==> src/rtl/unary_add_pkg.sv <==
// Shared constants for the unary pulse-count adder: default width, capacity, mode encoding.
// No logic; imported by the accumulator core, the top and the bench.
// Not applicable: holds no flow-controlled interfaces.
package unary_add_pkg;

    localparam int CNT_W_DEFAULT = 4;
    localparam int CNT_MAX       = 2**CNT_W_DEFAULT - 1;

    localparam logic MODE_WRITE = 1'b0;
    localparam logic MODE_READ  = 1'b1;

endpackage

==> src/rtl/unary_acc_core.sv <==
// Accumulator core: adds A+B ones on write, decrements on read, raises the sticky carry flag.
// Latency: count and c update on the clock edge that samples wr_en/rd_en.
// No backpressure: holds state whenever neither wr_en nor rd_en is set.
module unary_acc_core
    import unary_add_pkg::*;
#(
    parameter int CNT_W = CNT_W_DEFAULT
) (
    input  logic             clk,
    input  logic             rst_n,
    input  logic             wr_en,
    input  logic             rd_en,
    input  logic             a,
    input  logic             b,
    output logic [CNT_W-1:0] count,
    output logic             c
);

    localparam logic [CNT_W-1:0] ONE = CNT_W'(1);

    logic [CNT_W:0]   sum;
    logic [CNT_W-1:0] count_nxt;
    logic             c_nxt;

    always_comb begin
        sum       = {1'b0, count} + {{CNT_W{1'b0}}, a} + {{CNT_W{1'b0}}, b};
        count_nxt = count;
        c_nxt     = c;
        if (wr_en) begin
`ifdef UNARY_ADD_WRAP_EN
            count_nxt = sum[CNT_W-1:0];
`else
            count_nxt = sum[CNT_W] ? {CNT_W{1'b1}} : sum[CNT_W-1:0];
`endif
            // At most two ones arrive per cycle, so the carry bit alone marks overflow.
            if (sum[CNT_W]) begin
                c_nxt = 1'b1;
            end
        end else if (rd_en && (count != '0)) begin
            count_nxt = count - ONE;
        end
    end

    always_ff @(posedge clk or negedge rst_n) begin
        if (!rst_n) begin
            count <= '0;
            c     <= 1'b0;
        end else begin
            count <= count_nxt;
            c     <= c_nxt;
        end
    end

endmodule

==> src/rtl/unary_add_1_4.sv <==
// Serial unary adder: accumulates ones from A/B, replays the total on dout. Build option: UNARY_ADD_WRAP_EN (wrap instead of saturate).
// Latency: dout goes high on the first edge after read mode is sampled; one '1' per clock.
// No backpressure: en=0 freezes all state and forces dout low.
module unary_add_1_4
    import unary_add_pkg::*;
#(
    parameter int CNT_W = CNT_W_DEFAULT
) (
    input  logic clk,
    input  logic rst_n,
    input  logic A,
    input  logic B,
    input  logic en,
    input  logic read_or_write,
    output logic dout,
    output logic C
);

    logic [CNT_W-1:0] count;
    logic             wr_en;
    logic             rd_en;

    assign wr_en = en && (read_or_write == MODE_WRITE);
    assign rd_en = en && (read_or_write == MODE_READ);

    unary_acc_core #(
        .CNT_W(CNT_W)
    ) u_core (
        .clk   (clk),
        .rst_n (rst_n),
        .wr_en (wr_en),
        .rd_en (rd_en),
        .a     (A),
        .b     (B),
        .count (count),
        .c     (C)
    );

    // Emit a one for every stored unit; the core decrements on the same edge.
    always_ff @(posedge clk or negedge rst_n) begin
        if (!rst_n) begin
            dout <= 1'b0;
        end else begin
            dout <= rd_en && (count != '0);
        end
    end

endmodule

==> config.mk <==
export PLATFORM = sky130hd
export DESIGN_NAME = unary_add_1_4
export DESIGN_NICKNAME = d
export VERILOG_FILES = /design/src/rtl/unary_add_pkg.sv /design/src/rtl/unary_acc_core.sv /design/src/rtl/unary_add_1_4.sv
export SDC_FILE = /design/constraint.sdc
export NUM_CORES = 1
export LEC_CHECK = 0
export CAP_MARGIN = 20
export CORE_AREA = 2 2 39 41
export DETAILED_ROUTE_END_ITERATION = 8
export DIE_AREA = 0 0 41 43
export GPL_TIMING_DRIVEN = 1
export PLACE_DENSITY = 0.67
export SETUP_SLACK_MARGIN = 0.5
export SLEW_MARGIN = 15
export SYNTH_ARGS = -nofsm -noshare
export SYNTH_HDL_FRONTEND = slang
export SYNTH_SLANG_ARGS = --single-unit
==> constraint.sdc <==
create_clock -name clk -period 1.7 [get_ports clk]
set_clock_uncertainty 0.2 [all_clocks]
set_input_delay 0.34 -clock clk [delete_from_list [all_inputs] [get_ports clk]]
set_output_delay 0.34 -clock clk [all_outputs]
set_load 0.02 [all_outputs]
**Yosys cells after proc, flatten, opt, wreduce, memory -nomap -nowiden**

Index checks and enable logic that the tools add are counted.
W data, S select, Z words.

- Output and inout bits: 2
- Word-level logic and storage cells: 16
- Memories kept: 0
- Bits of input ports: 6
- Bits in latches: 0
- RAM bits: 0
- Register bits after elaboration: 6
- ROM bits: 0

- Bitwise logic cells: 1
- Reduce and logical (&&, ||, !) cells: 6
- Multiplexer cells: 3
- Eq/ne operators: 0
- Multiply operators: 0
- Div/mod/pow operators: 0
- Add/sub/neg operators: 3
- Shifts and indexed selects: 0
- $lt $le $gt $ge: 0

Operators with widths:

| cell | number |
|---|---|
| $mux W4 | 3 |
| $add A4 B1 Y5 | 1 |
| $add A5 B1 Y5 | 1 |
| $reduce_bool A4 Y1 | 1 |
| $sub A4 B1 Y4 const B | 1 |
| $logic_and A1 B1 Y1 | 3 |
| $reduce_and A2 Y1 | 1 |
| $reduce_bool A2 Y1 | 1 |
| $not A1 Y1 | 1 |

**Longest topological paths before layout**

- Depth after elaboration: 4
- Depth in mapped cells: 7
- Depth with buffers taken out: 7

**Modules after synthesis**

A second synthesis with hierarchy kept.

- Cells, all modules: 43
- Area, all modules: 422.9 um^2

Modules (own cells, without submodules):

| module | cells an instance | instances | area an instance (um^2) |
|---|---|---|---|
| unary_acc_core | 39 | 1 | 374.1 |
| unary_add_1_4 | 4 | 1 | 48.8 |

**Worst setup path after synthesis**

No wires, ideal clock.

- Path type: in2reg
- Start point: input A
- End point: register u_core.count[0]
- Data required time: 1.434 ns
- Cell stages on the path: 7
- Slack: -0.045 ns
- Buffers on the path: 0
- Library setup time: 0.066 ns
- Arrival: 1.479 ns
- Cell sequence: inv_1 -> fa_1 -> inv_1 -> ha_1 -> nand4_2 -> a21oi_1 -> a221o_1

- Longest elaborated chain between the ends: 4

Ends and longest elaborated chain:

| element | RTL line | RTL |
|---|---|---|
| start, declared | unary_add_1_4.sv:11 | `input logic A,` |
| $add A4 B1 Y5 | unary_acc_core.sv:26 | `sum = {1'b0, count} + {{CNT_W{1'b0}}, a} + {{CNT_W{1'b0}}, b};` |
| $add A5 B1 Y5 | unary_acc_core.sv:26 |  |
| $mux W4 | unary_acc_core.sv:33 | `count_nxt = sum[CNT_W] ? {CNT_W{1'b1}} : sum[CNT_W-1:0];` |
| $mux W4 | unary_acc_core.sv:29 | `if (wr_en) begin` |
| end signal, assigned | unary_acc_core.sv:49 | `count <= count_nxt;` |
| end, declared | unary_acc_core.sv:15 | `output logic [CNT_W-1:0] count,` |

No other way between the ends.
A chain may end at the register's enable or synchronous reset.

**Worst setup path in the final report**

- Start point: register u_core.count[0]
- End point: register u_core.count[0]

- Longest elaborated chain between the ends: 4

Ends and longest elaborated chain:

| element | RTL line |
|---|---|
| $add A4 B1 Y5 | unary_acc_core.sv:26 |
| $add A5 B1 Y5 | unary_acc_core.sv:26 |
| $mux W4 | unary_acc_core.sv:33 |
| $mux W4 | unary_acc_core.sv:29 |

Several ways; a longest one is shown, not always the timed one. The select of a mux whose other input is x is not followed.

==> run_results.csv <==
group,metric,value,unit
layout,synthToLayoutAreaGrowth,63.1,%
timing,slew_headroom,0.738,
route,first_pass_iters,4,
place,routabilityCongestion,0.753,
place,portBuffers,7,
floorplan,core_area,1380,µm²
global_routing,grt_usage,0.135,
power,total_power,1.02,mW
global_routing,grt-ovfl-total,0,
power,ir_drop,0.000452,V
power,p_leak,0.309,nW
place,pre_cts_ws,-0.475,ns
worst_setup_path,critPathCaptureType,"flop",
timing,worst_pin_slew,0.393,ns
timing,hold_viol_final,0,
clock_tree,numCtsBuffers,3,
timing,finalCriticalPeriod,1.67,ns
route,antenna_left,0,
synth,ys_warn_count,0,
synth,yosysTopAreaCell,"dfrtp_1",
synth,synthesis.instances,46,
clock_tree,clock_latency,0.24,ns
floorplan,row_count,14,
timing,hold_ws,0.142,ns
route,wl_per_cell,12.0,µm
worst_setup_path,required,1.67,ns
global_routing,grt_max_degree,11,
clock_tree,cts-hold-fix-buffers,0,
clock_tree,cts_tree,"yes",
timing,worst_slack,0.0270,ns
worst_setup_path,start_kind,"flop",
floorplan,start_util,0.311,
min_path,hp-class,"in2async",
timing,setup_viol,0,
place,hpwl,723,µm
floorplan,die_height,43,µm
clock_tree,cts_sinks,6,
power,internal-power,618,µW
timing,max_freq,598,MHz
route,route.vias.total,424,
synth,syn_area,430,µm²
layout,final_nets,79,
worst_setup_path,path_max_fanout,4,
timing,slew_viol_final,0,
power,combinationalPowerShare,0.577,
layout,drive_gt1_frac,0.529,
clock_tree,clockBufferDepth,2,
power,seq_power_share,0.296,
timing,rsz0062_at_grt,"yes",
synth,yosysTopAreaCellShare,0.349,
floorplan,fp.dieW,41,µm
job,cap_violations,0,
power,p_sw,399,µW
outcome,status,"completed",
power,power.density,1450,nW/µm²
synth,synthesis.nets,55,
route,wirelength,1.01,mm
worst_setup_path,path_class,"reg2reg",
power,switching_share,0.392,
worst_setup_path,arrival,1.65,ns
synth,synth_area_leaders,"dfrtp_1, ha_1, fa_1",
global_routing,grt_pass1_wl,1.64,mm
power,clkPwrFrac,0.127,
clock_tree,cts_root_buf,"clkbuf_4",
clock_tree,clkTransAtPathRegs,0.05,ns
global_routing,grt_pass1_vias,410,
timing,tns,0,ns
layout,final_common_cell,"buf_4",
route,drcViolationCount,0,
synth,yosysUniqueCellTypes,26,
floorplan,io_pins,8,
clock_tree,h-tree-depth,1,
layout,nFillCells,127,
synth,synth_area_per_cell,9.36,µm²
route,vias_per_cell,5.05,
timing,fin_crit_sh,0.984,
global_routing,antenna_found_initial,0,
synth,synth_seq_cells,6,
layout,diodes,0,
synth,yosysSeqAreaShare,0.349,
floorplan,dieArea,1760,µm²
layout,layout_common_cells,"buf_4, dfrtp_1, inv_2",
route,drt-initial-drc-count,9,
## final cells by class
type,count,area (µm²),share of cell area
Timing Repair Buffer,21,174,0.248
Sequential cell,6,150,0.214
Inverter,5,18.8,0.0267
Tap cell,16,20.0,0.0285
Clock buffer,3,22.5,0.0321
Multi-Input combinational cell,33,317,0.451
## path summary, 6_finish.rpt
kind | startpoint | slack, ns | end | cells past startpoint
min in group clk | u_core.c | 0.29 | u_core.c | 1
hold / removal | rst_n | 0.14 | dout | 1
hold reg to reg | u_core.c | 0.29 | u_core.c | 1
setup reg to reg | u_core.count[0] | 0.03 | u_core.count[0] | 7
setup / recovery | u_core.count[0] | 0.03 | u_core.count[0] | 7
max in group asynchronous | rst_n | 0.94 | u_core.count[0] | 1
## critical path, stage by stage, from the launching register on
cell	delay (ns)
dfrtp_1	0.36
inv_2	0.05
fa_2	0.35
inv_2	0.08
ha_4	0.15
nand4_4	0.13
a21oi_2	0.15
a221o_1	0.14
## per-layer routing
metal  up-vias  GRT usage  wire length [µm]
met1       204      0.155               444
met2        10      0.231               538
met3         0     0.0157                25
li1        210          -                 -
met5         -          0                 0
met4         0     0.0600                 0
## state kept, by name, summed over array words and instances (netlist names)
register and count:
dout 1, u_core.c 1, u_core.count 4
## power by group through the flow
stage	combinational [mW]	clock (mW)	sequential, mW
global route	0.648	0.139	0.313
detailed placement	0.465	0	0.296
finish	0.587	0.129	0.301
floorplan	0.311	0	0.288
CTS	0.531	0.133	0.297
global placement	0.457	0	0.294
## kinds of logic (layout without fill, tap and decap cells)
kind of cell,count (synthesis),count (layout),share of synthesized area
buffers and inverters,7,29,0.0814
xor gates and xnor gates,1,1,0.0204
and+or+nand+nor,19,19,0.285
adders and majority gates,3,3,0.105
DFF,6,6,0.349
AOI/OAI and AO/OA,10,10,0.160
## cells in the mapped netlist, drive strengths merged
cell / instances
o21a: 1
nand2b: 2
o311ai: 1
o21ai: 2
a221o: 1
nand3: 3
nor4b: 1
a2bb2oi: 1
fa: 1
dfrtp: 6
nor2: 2
xnor2: 1
nor3: 1
nor4bb: 1
a21oi: 2
a31oi: 1
a211oi: 1
nor2b: 1
nor3b: 1
inv: 5
nand4: 2
nand2: 5
buf: 2
ha: 2
## what timing repair did
action                                 in CTS  in global routing
buffers inserted                            3                  1
setup endpoints to repair                   8                  8
gates resized for setup                    18                  5
endpoints found under the hold margin       0                  0
pin swaps                                   6                  5
## per-stage QoR
stage	area, µm²	cells	util
6_report	702	84	0.507
5_1_grt	702	84	0.507
4_1_cts	674	83	0.487
3_5_place_dp	616	77	0.445
3_3_place_gp	616	77	0.445
2_1_floorplan	467	46	-
No activity file was read; power rests on OpenSTA's default activity.
